## src/rtl/sub_div4_ctrl.sv

```systemverilog
// Restoring-division controller that issues one shared WIDTH-bit trial subtraction per clock.
// Optional SUB_DIV_DZ_EN: divide-by-zero short-cut to DONE with a sticky dz_err flag.
module sub_div4_ctrl #(
    parameter int unsigned WIDTH = 4
) (
    input  logic             clk,
    input  logic             rst_n,
    input  logic             start,
    input  logic [WIDTH-1:0] dividend,
    input  logic [WIDTH-1:0] divisor,
    output logic             busy,
    output logic             done,
    output logic [WIDTH-1:0] quotient,
    output logic [WIDTH-1:0] remainder,
    output logic             dz_err
);

    localparam int unsigned CNT_W = $clog2(WIDTH + 1);
    localparam logic [CNT_W-1:0] LAST_ITER = CNT_W'(WIDTH - 1);

    typedef enum logic [1:0] {
        IDLE = 2'd0,
        RUN  = 2'd1,
        DONE = 2'd2
    } state_t;

    state_t state;
    state_t state_next;

    logic [WIDTH-1:0] part_rem;
    logic [WIDTH-1:0] shift_q;
    logic [WIDTH-1:0] div_reg;
    logic [CNT_W-1:0] cnt;

    logic [WIDTH-1:0] trial;
    logic             top;
    logic [WIDTH-1:0] diff;
    logic             bout;
    logic             qbit;
    logic [WIDTH-1:0] rem_step;
    logic [WIDTH-1:0] q_step;

    logic             load_ops;
    logic             step;
    logic             load_res;
    logic [WIDTH-1:0] res_q;
    logic [WIDTH-1:0] res_r;

    // One restoring step: shift, trial-subtract on the shared subtractor, accept or restore.
    always_comb begin
        trial       = {part_rem[WIDTH-2:0], shift_q[WIDTH-1]};
        top         = part_rem[WIDTH-1];
        {bout, diff} = {1'b0, trial} - {1'b0, div_reg};
        qbit        = top | ~bout;
        rem_step    = qbit ? diff : trial;
        q_step      = {shift_q[WIDTH-2:0], qbit};
    end

    always_ff @(posedge clk or negedge rst_n) begin
        if (!rst_n) begin
            state <= IDLE;
        end else begin
            state <= state_next;
        end
    end

    always_comb begin
        state_next = state;
        case (state)
            IDLE: begin
                if (start) begin
`ifdef SUB_DIV_DZ_EN
                    state_next = (divisor == '0) ? DONE : RUN;
`else
                    state_next = RUN;
`endif
                end
            end
            RUN:     if (cnt == LAST_ITER) state_next = DONE;
            DONE:    state_next = IDLE;
            default: state_next = IDLE;
        endcase
    end

    // Result load happens on the edge entering DONE, so it captures the final step's values.
    always_comb begin
        load_ops = (state == IDLE) && start;
        step     = (state == RUN);
        load_res = (state_next == DONE);
        res_q    = q_step;
        res_r    = rem_step;
`ifdef SUB_DIV_DZ_EN
        if (state == IDLE) begin
            res_q = '1;
            res_r = dividend;
        end
`endif
    end

    always_ff @(posedge clk or negedge rst_n) begin
        if (!rst_n) begin
            part_rem <= '0;
            shift_q  <= '0;
            div_reg  <= '0;
            cnt      <= '0;
        end else if (load_ops) begin
            part_rem <= '0;
            shift_q  <= dividend;
            div_reg  <= divisor;
            cnt      <= '0;
        end else if (step) begin
            part_rem <= rem_step;
            shift_q  <= q_step;
            cnt      <= cnt + CNT_W'(1);
        end
    end

    always_ff @(posedge clk or negedge rst_n) begin
        if (!rst_n) begin
            busy      <= 1'b0;
            done      <= 1'b0;
            quotient  <= '0;
            remainder <= '0;
        end else begin
            busy <= (state_next != IDLE);
            done <= load_res;
            if (load_res) begin
                quotient  <= res_q;
                remainder <= res_r;
            end
        end
    end

`ifdef SUB_DIV_DZ_EN
    // Only a divide-by-zero start reaches DONE straight from IDLE; every other DONE clears the flag.
    always_ff @(posedge clk or negedge rst_n) begin
        if (!rst_n) begin
            dz_err <= 1'b0;
        end else if (load_res) begin
            dz_err <= (state == IDLE);
        end
    end
`else
    assign dz_err = 1'b0;
`endif

endmodule

```

## config.mk

```make
export PLATFORM = sky130hd
export DESIGN_NAME = sub_div4_ctrl
export DESIGN_NICKNAME = d
export VERILOG_FILES = /design/src/rtl/sub_div4_ctrl.sv
export SDC_FILE = /design/constraint.sdc
export NUM_CORES = 1
export LEC_CHECK = 0
export BUFFER_PORTS_ARGS = -buffer_cell sky130_fd_sc_hd__clkbuf_2
export CORE_MARGIN = 3
export CORE_UTILIZATION = 60
export CTS_BUF_LIST = sky130_fd_sc_hd__clkbuf_8
export DETAILED_ROUTE_END_ITERATION = 8
export GPL_ROUTABILITY_DRIVEN = 1
export GPL_TIMING_DRIVEN = 0
export PLACE_DENSITY = 0.87
export SLEW_MARGIN = 20
export SYNTH_ARGS = -nofsm -noshare
export SYNTH_HDL_FRONTEND = slang
export SYNTH_SLANG_ARGS = --single-unit
```

## constraint.sdc

```tcl
create_clock -name clk -period 6.4 [get_ports clk]
set_clock_uncertainty 0.1 [all_clocks]
set_input_delay 1.28 -clock clk [delete_from_list [all_inputs] [get_ports clk]]
set_output_delay 1.28 -clock clk [all_outputs]
set_load 0.01 [all_outputs]
```

==> results.sh, run 1 <==
export IMPL_status="finished clean"
export IMPL_crit_family="compound AO/OA/AOI/OAI gates"
export IMPL_min_path_type="register to register"
export IMPL_wl_per_cell_um=13.1
export IMPL_die_area_sq_mm=0.00261
export IMPL_ctsHoldBuffers=0
export IMPL_drt_iter0_drc=14
export IMPL_total_power_uw=801
export IMPL_drc=0
export IMPL_die_h_um=51.1
export IMPL_multiInputGateArea_sq_um=489
export IMPL_wirelength_um=2270
export IMPL_ir_drop_mv=0.306
export IMPL_place_congestion=0.839
export IMPL_power_density_mw_per_mm2=573
export IMPL_p_leak_nw=0.725
export IMPL_grt_antenna_before_repair=0
export IMPL_cts_path_max_buffers=2
export IMPL_num_fill_cells=127
export IMPL_cts_tree="built"
export IMPL_cts_resized=0
export IMPL_synth_common_cells="nand2_1 (30), dfrtp_1 (27), o21ai_0 (12)"
export IMPL_yosysTopAreaCell="dfrtp_1"
export IMPL_drive_gt1_share_pct=19.6
export IMPL_critical_path_buf_inv_count=2
export IMPL_avgViaCountPerCell=5.38
export IMPL_cts_buffers=3
export IMPL_worstPathArrival_ns=2.48
export IMPL_power_switching_uw=341
export IMPL_synthArstFlopShare_pct=100
export IMPL_power_frac_clock_pct=11.6
export IMPL_firstDrtPassIters=4
export IMPL_yosys_warnings=0
export IMPL_synth_net_count=142
export IMPL_period_share_pct=38.1
export IMPL_cp_end_kind="register"
export IMPL_synth_cells=124
export IMPL_post_route_min_period_ns=2.44
export IMPL_ys_top_cells_by_area="dfrtp_1 (55%), nand2_1 (9.2%), ha_1 (6.1%), o21ai_0 (4.9%), inv_1 (2.8%)"
export IMPL_fin_area_sq_mm=0.00140
export IMPL_antenna_left=0
export IMPL_worst_pin_slew_ns=0.648
export IMPL_ys_seq_area_share_pct=55.3
export IMPL_cts_root_buffer="clkbuf_8"
export IMPL_cp_slowest_stage_delay_ns=0.45
export IMPL_combPwrFrac_pct=50.6
export IMPL_ys_flop_type="dfrtp_1"
export IMPL_grt_pass1_vias=949
export IMPL_synth_distinct_cells=26
export IMPL_critPathMaxFanout=9
export IMPL_synth_top_cell_area_share_pct=55.3
export IMPL_final_setup_tns_ns=0
export IMPL_p_sw_share_pct=42.6
export IMPL_grt_max_degree=28
export IMPL_start_kind="register"
export IMPL_max_freq_mhz=410
export IMPL_required_ns=6.44
export IMPL_areaGrowthSynthToFinish_pct=14.4
export IMPL_grt_pass1_wl_um=4220
export IMPL_worstSetupPathType="register to register"
export IMPL_nNetsFinal=167
export IMPL_syn_area_sq_mm=0.00122
export IMPL_io_buffers=20
export IMPL_finalSetupViolations=0
export IMPL_postCtsSetupRepairBufs=0
export IMPL_core_sq_mm=0.00182
export IMPL_slew_violations=0
export IMPL_die_w_um=51.1
export IMPL_seq_area_sq_um=676
export IMPL_rsz0062_at_grt="false"
export IMPL_ios=22
export IMPL_finalHoldViolations=0
export IMPL_cp_cell_sequence="inv_1 -> ha_1 -> inv_1 -> fa_1 -> a21o_1 -> a211oi_4 -> mux2i_1 -> o21ai_2"
export IMPL_synth_most_common_cell="nand2_1"
export IMPL_placed_area_sq_mm=0.00135
export IMPL_path_clk_slew_ns=0.09
export IMPL_max_slew_margin_pct=56.8
export IMPL_intPower_uw=460
export IMPL_clock_sinks=27
export IMPL_seq_power_share_pct=37.8
export IMPL_vias=931
export IMPL_ys_ff_latch=27
export IMPL_critPathSlowestCell="a211oi_4"
export IMPL_synth_edff_count=0
export IMPL_gr_total_overflow=0
export IMPL_grt_use_total_pct=21.4
export IMPL_row_count=15
export IMPL_antenna_diode_count=0
export IMPL_dpl_hpwl_um=1790
export IMPL_initial_core_util_pct=67.1
export IMPL_h_tree_depth=1
export IMPL_cp_common_cell="inv_1"
export IMPL_syn_avg_cell_area_sq_um=9.86
export IMPL_clock_latency_ns=0.27
export IMPL_max_cap_violations=0
-- power groups by stage --
stage | clock, mW | combinational, mW | sequential (mW)
after global placement | 0 | 0.382 | 0.301
after detailed placement | 0 | 0.405 | 0.308
final | 0.0928 | 0.405 | 0.303
after CTS | 0.0937 | 0.407 | 0.304
after floorplan | 0 | 0.289 | 0.310
after global routing | 0.101 | 0.471 | 0.313
-- worst reg2reg max path: cells and delay by family (launching register included) --
family | cells | cell delay (ns)
AO/OA/AOI/OAI | 3 | 0.75
multiplexers | 1 | 0.39
adder cells (fa/ha/maj) | 2 | 0.54
flip-flops | 1 | 0.39
buffers and inverters | 2 | 0.14
-- final timing paths --
path | startpoint | slack, ns | cells past startpoint | to
worst min-delay path | quotient[2] | 0.38 | 2 | quotient[2]
max in group asynchronous | rst_n | 4.85 | 1 | cnt[2]
worst max register to register | shift_q[3] | 3.96 | 8 | part_rem[1]
min in group asynchronous | rst_n | 0.92 | 1 | remainder[0]
worst min register to register | quotient[2] | 0.38 | 2 | quotient[2]
worst max-delay path | shift_q[3] | 3.96 | 8 | part_rem[1]
-- logic make-up (layout without fill, tap and decap cells) --
family,after synthesis,after routing,share of synthesized area (%)
AOI/OAI and AO/OA,30,30,16.0
and+or+nand+nor,43,43,14.4
buffers and inverters,14,38,4.71
DFF,27,27,55.3
xor gates and xnor gates,1,1,0.717
muxes,1,1,0.819
other,1,1,0.307
adders and majority gates,7,7,7.78
-- final cells by class --
class	count	area share, %
multi-input cells	83	35.0
clock buffers	3	2.95
well taps	25	2.24
plain buffers	5	1.70
flip-flops and latches	27	48.3
clock inverters	1	0.268
inverters	9	2.42
repair buffers	20	7.16
-- cells in the final DEF (no fill, tap or decap) --
cell      count
nand2_1      30
dfrtp_1      27
clkbuf_2     20
o21ai_0      12
inv_1        10
ha_1          6
nor2_1        5
a22oi_1       4
nand3_1       4
clkbuf_1      3
a21oi_1       3
a31oi_1       3
clkbuf_8      3
a21o_1        2
o21ai_1       2
o21ai_2       2
nor2b_1       1
buf_2         1
nand2b_1      1
and2_1        1
a211oi_4      1
xnor2_1       1
mux2i_1       1
a211o_1       1
or2_2         1
fa_1          1
buf_4         1
conb_1        1
-- per-stage QoR --
stage	hold slack [ns]	cells	setup slack, ns	util [%]
after floorplan	0.350	124	4.23	-
after global placement	0.359	169	4.03	74.4
after detailed placement	0.364	169	3.99	74.4
after CTS	0.385	173	3.97	76.8
after global routing	0.416	173	3.82	76.8
final	0.381	173	3.96	76.8
-- metal layers --
metal / GRT usage, % / part of all wire (%) / vias to the layer above
met3: 4.08 / 3.4 / 4
li1: - / - / 455
met5: 0 / 0 / -
met1: 28.6 / 46 / 452
met2: 35.0 / 50 / 20
met4: 7.17 / 1.1 / 0
No activity file was read; power rests on OpenSTA's default activity.
==> inputs of run 2 (changes only) <==
Settings changed: CORE_UTILIZATION 60 to 51, PLACE_DENSITY 0.87 to 0.79.
Clock period 6.4 ns to 2 ns, I/O delays scaled along.
==> results.sh, run 2 (synthesized netlist as in run 1, its figures left out) <==
export IMPL_core_sq_mm=0.00223
export IMPL_status="finished, violations left"
export IMPL_multiInputGateArea_sq_um=527
export IMPL_h_tree_depth=1
export IMPL_grt_antenna_before_repair=0
export IMPL_cp_slowest_stage_delay_ns=0.41
export IMPL_placed_area_sq_mm=0.00136
export IMPL_wirelength_um=2570
export IMPL_grt_pass1_wl_um=3910
export IMPL_ios=22
export IMPL_rsz0062_at_grt="true"
export IMPL_gr_total_overflow=0
export IMPL_p_leak_nw=0.771
export IMPL_grt_pass1_vias=917
export IMPL_clock_sinks=27
export IMPL_max_cap_violations=0
export IMPL_cts_tree="built"
export IMPL_finalSetupViolations=7
export IMPL_worstPathArrival_ns=2.18
export IMPL_cp_end_kind="register"
export IMPL_worst_pin_slew_ns=0.644
export IMPL_grt_max_degree=28
export IMPL_critPathMaxFanout=5
export IMPL_cts_path_max_buffers=2
export IMPL_die_area_sq_mm=0.00302
export IMPL_nNetsFinal=176
export IMPL_finalHoldViolations=0
export IMPL_areaGrowthSynthToFinish_pct=23.8
export IMPL_antenna_diode_count=0
export IMPL_pre_cts_slack_ns=-0.265
export IMPL_place_congestion=0.779
export IMPL_grt_use_total_pct=18.8
export IMPL_whs_ns=0.0382
export IMPL_violations="setup timing"
export IMPL_initial_core_util_pct=54.7
export IMPL_drive_gt1_share_pct=29.3
export IMPL_cts_buffers=3
export IMPL_die_w_um=55.0
export IMPL_post_route_min_period_ns=2.11
export IMPL_start_kind="register"
export IMPL_drc=0
export IMPL_fin_ws_ns=-0.111
export IMPL_path_clk_slew_ns=0.09
export IMPL_vias=981
export IMPL_drt_iter0_drc=39
export IMPL_wl_per_cell_um=13.9
export IMPL_max_freq_mhz=474
export IMPL_power_density_mw_per_mm2=1970
export IMPL_die_h_um=55.0
export IMPL_fin_area_sq_mm=0.00151
export IMPL_layout_common_cells="nand2_1 (30), dfrtp_1 (27), clkbuf_2 (20), o21ai_0 (9), buf_4 (9)"
export IMPL_row_count=17
export IMPL_cp_cell_sequence="inv_2 -> ha_4 -> inv_4 -> fa_2 -> a21o_1 -> a211oi_4 -> buf_6 -> mux2i_4 -> o21ai_2"
export IMPL_slew_violations=0
export IMPL_total_power_mw=2.98
export IMPL_period_share_pct=106
export IMPL_seq_area_sq_um=676
export IMPL_ff2ff_path_depth=9
export IMPL_min_path_type="primary input to async pin"
export IMPL_ir_drop_mv=1.07
export IMPL_clock_latency_ns=0.27
export IMPL_worstSetupPathType="register to register"
export IMPL_max_slew_margin_pct=57.0
export IMPL_num_fill_cells=183
export IMPL_critPathSlowestCell="dfrtp_1"
export IMPL_antenna_left=0
export IMPL_firstDrtPassIters=4
export IMPL_required_ns=2.07
export IMPL_avgViaCountPerCell=5.30
export IMPL_io_buffers=20
export IMPL_layout_commonest_cell="nand2_1"
export IMPL_dpl_hpwl_um=1680
export IMPL_cts_root_buffer="clkbuf_8"
run 2: changes by cell type in the layout (fill, tap and decap cells not counted), sizes merged:
cell,change
buf,+9
run 2: power breakdown:
part / switching, mW / total, mW / internal, mW
logic: 0.902 / 1.69 / 0.789
clock network: 0.162 / 0.300 / 0.138
registers: 0.175 / 0.987 / 0.812
total: 1.24 / 2.98 / 1.74
run 2: critical path, delay by kind of cell (launching register included):
family	cells	cell delay, ns
buffers and inverters	3	0.29
flip-flops	1	0.41
multiplexers	1	0.25
AO/OA/AOI/OAI	3	0.49
adder cells (fa/ha/maj)	2	0.46
run 2: layout make-up:
type / instances / share of cell area [%]
Sequential cell: 27 / 44.6
Inverter: 9 / 2.40
Tap cell: 28 / 2.31
Timing Repair Buffer: 29 / 11.3
Buffer: 5 / 1.57
Multi-Input combinational cell: 83 / 34.8
Clock inverter: 1 / 0.248
Clock buffer: 3 / 2.73
run 2: stage by stage:
stage	instances	setup TNS [ns]	utilization, %
after floorplan	124	-0.117	-
after global placement	172	-1.49	61.1
after detailed placement	172	-1.59	61.1
after CTS	183	-0.860	66.7
after global routing	185	-1.27	67.8
final	185	-0.612	67.8
run 2: path summary, 6_finish.rpt:
| check | from | end | slack [ns] |
|---|---|---|---|
| max reg2reg | shift_q[3] | remainder[1] | -0.11 |
| min | rst_n | part_rem[0] | 0.04 |
| min in group clk | divisor[0] | div_reg[0] | 0.21 |
| max | shift_q[3] | remainder[1] | -0.11 |
| max in group asynchronous | rst_n | remainder[0] | 1.35 |
| min reg2reg | remainder[1] | remainder[1] | 0.39 |
run 2: timing repair:
action,CTS,global route
resized for setup,8,5
setup endpoints to repair,10,10
setup buffers,7,2
pin swaps,6,7
gates cloned,0,0
hold buffers,0,0
hold endpoints to repair,0,0
run 2: layer usage:
layer | vias up | routed length, um | GRT usage, %
met5 | - | 0 | 0
met4 | 0 | 55 | 11.3
met3 | 7 | 128 | 2.95
met2 | 28 | 1270 | 31.3
met1 | 473 | 1110 | 22.7
li1 | 473 | - | -
==> inputs of run 3 (changes only) <==
Settings changed: SETUP_SLACK_MARGIN set to 0.05.
==> results.sh, run 3 (synthesized netlist as in run 1, its figures left out) <==
export IMPL_cp_end_kind="register"
export IMPL_pre_cts_slack_ns=-0.289
export IMPL_required_ns=2.07
export IMPL_post_route_min_period_ns=2.19
export IMPL_place_congestion=0.777
export IMPL_grt_pass1_vias=845
export IMPL_max_slew_margin_pct=56.3
export IMPL_gr_total_overflow=0
export IMPL_antenna_left=0
export IMPL_layout_commonest_cell="nand2_1"
export IMPL_finalSetupViolations=10
export IMPL_cts_path_max_buffers=2
export IMPL_placed_area_sq_mm=0.00136
export IMPL_crit_start="shift_q[3]"
export IMPL_dpl_hpwl_um=1720
export IMPL_grt_max_degree=28
export IMPL_wl_per_cell_um=14.0
export IMPL_nNetsFinal=175
export IMPL_antenna_diode_count=0
export IMPL_io_buffers=20
export IMPL_finalHoldViolations=0
export IMPL_worst_pin_slew_ns=0.656
export IMPL_cts_tree="built"
export IMPL_max_freq_mhz=456
export IMPL_die_h_um=55.0
export IMPL_drive_gt1_share_pct=28.8
export IMPL_die_w_um=55.0
export IMPL_fin_ws_ns=-0.191
export IMPL_whs_ns=0.0355
export IMPL_total_power_mw=2.99
export IMPL_slew_violations=0
export IMPL_h_tree_depth=1
export IMPL_max_cap_violations=0
export IMPL_layout_common_cells="nand2_1 (30), dfrtp_1 (27), clkbuf_2 (20), o21ai_0 (9)"
export IMPL_grt_antenna_before_repair=0
export IMPL_ir_drop_mv=1.17
export IMPL_areaGrowthSynthToFinish_pct=23.4
export IMPL_cts_buffers=3
export IMPL_clock_sinks=27
export IMPL_cts_root_buffer="clkbuf_8"
export IMPL_grt_pass1_wl_um=3940
export IMPL_worstSetupPathType="register to register"
export IMPL_min_path_type="primary input to async pin"
export IMPL_worstPathArrival_ns=2.26
export IMPL_die_area_sq_mm=0.00302
export IMPL_core_sq_mm=0.00223
export IMPL_grt_use_total_pct=19.1
export IMPL_ctsHoldBuffers=0
export IMPL_ff2ff_path_depth=9
export IMPL_period_share_pct=110
export IMPL_initial_core_util_pct=54.7
export IMPL_r2r_start="shift_q[3]"
export IMPL_critPathMaxFanout=7
export IMPL_start_kind="register"
export IMPL_ios=22
export IMPL_violations="setup timing"
export IMPL_wirelength_um=2580
export IMPL_fin_area_sq_mm=0.00151
export IMPL_status="finished, violations left"
export IMPL_power_density_mw_per_mm2=1980
export IMPL_p_leak_nw=0.765
export IMPL_final_setup_tns_ns=-1.31
export IMPL_path_clk_slew_ns=0.09
export IMPL_drc=0
export IMPL_clock_latency_ns=0.27
export IMPL_rsz0062_at_grt="true"
export IMPL_vias=963
export IMPL_avgViaCountPerCell=5.23
export IMPL_drt_iter0_drc=26
export IMPL_firstDrtPassIters=4
export IMPL_row_count=17
[run 3: worst paths after layout]
kind                       slack (ns)            to
min                              0.04   quotient[3]
max                             -0.19  remainder[1]
min reg2reg                      0.39   quotient[1]
min in group clk                 0.21    div_reg[0]
max reg2reg                     -0.19  remainder[1]
max in group asynchronous        1.34  remainder[3]
[run 3: layout make-up]
cell class | count | area [sq um]
buffer | 5 | 23.8
clock buffer | 3 | 41.3
clock inverter | 1 | 5.00
fill | 173 | 724
inverter | 9 | 36.3
multi-input combinational | 83 | 524
sequential | 27 | 676
tap | 28 | 35.0
timing repair buffer | 28 | 168
[run 3: per-stage QoR]
stage	cells	util, %
finish	184	67.6
global placement	172	61.1
CTS	182	66.7
global route	184	67.6
detailed placement	172	61.1
floorplan	124	-
[run 3: report_power, final]
part	total (mW)	switching, mW	internal (mW)
logic	1.70	0.925	0.776
registers	0.980	0.168	0.812
clock network	0.311	0.171	0.140
total	2.99	1.26	1.73
[run 3: critical path, cell delays in order (launching register included)]
cell and delay, ns:
dfrtp_1 0.41, inv_2 0.09, ha_4 0.14, inv_4 0.03, fa_2 0.35, a21o_1 0.22, a211oi_4 0.21, buf_6 0.17
mux2i_4 0.28, o21ai_2 0.08
[run 3: timing repair]
| action | in CTS | in global routing |
|---|---|---|
| gates resized for setup | 11 | 1 |
| setup endpoints to repair | 10 | 10 |
| pin swaps | 4 | 5 |
| buffers inserted | 6 | 2 |
[run 3: routing by layer]
layer	wire length (um)	vias up	track usage [%]
met5	0	-	0
met4	52	0	8.50
met3	92	8	3.75
met2	1270	22	30.9
met1	1160	460	24.7
li1	-	473	-
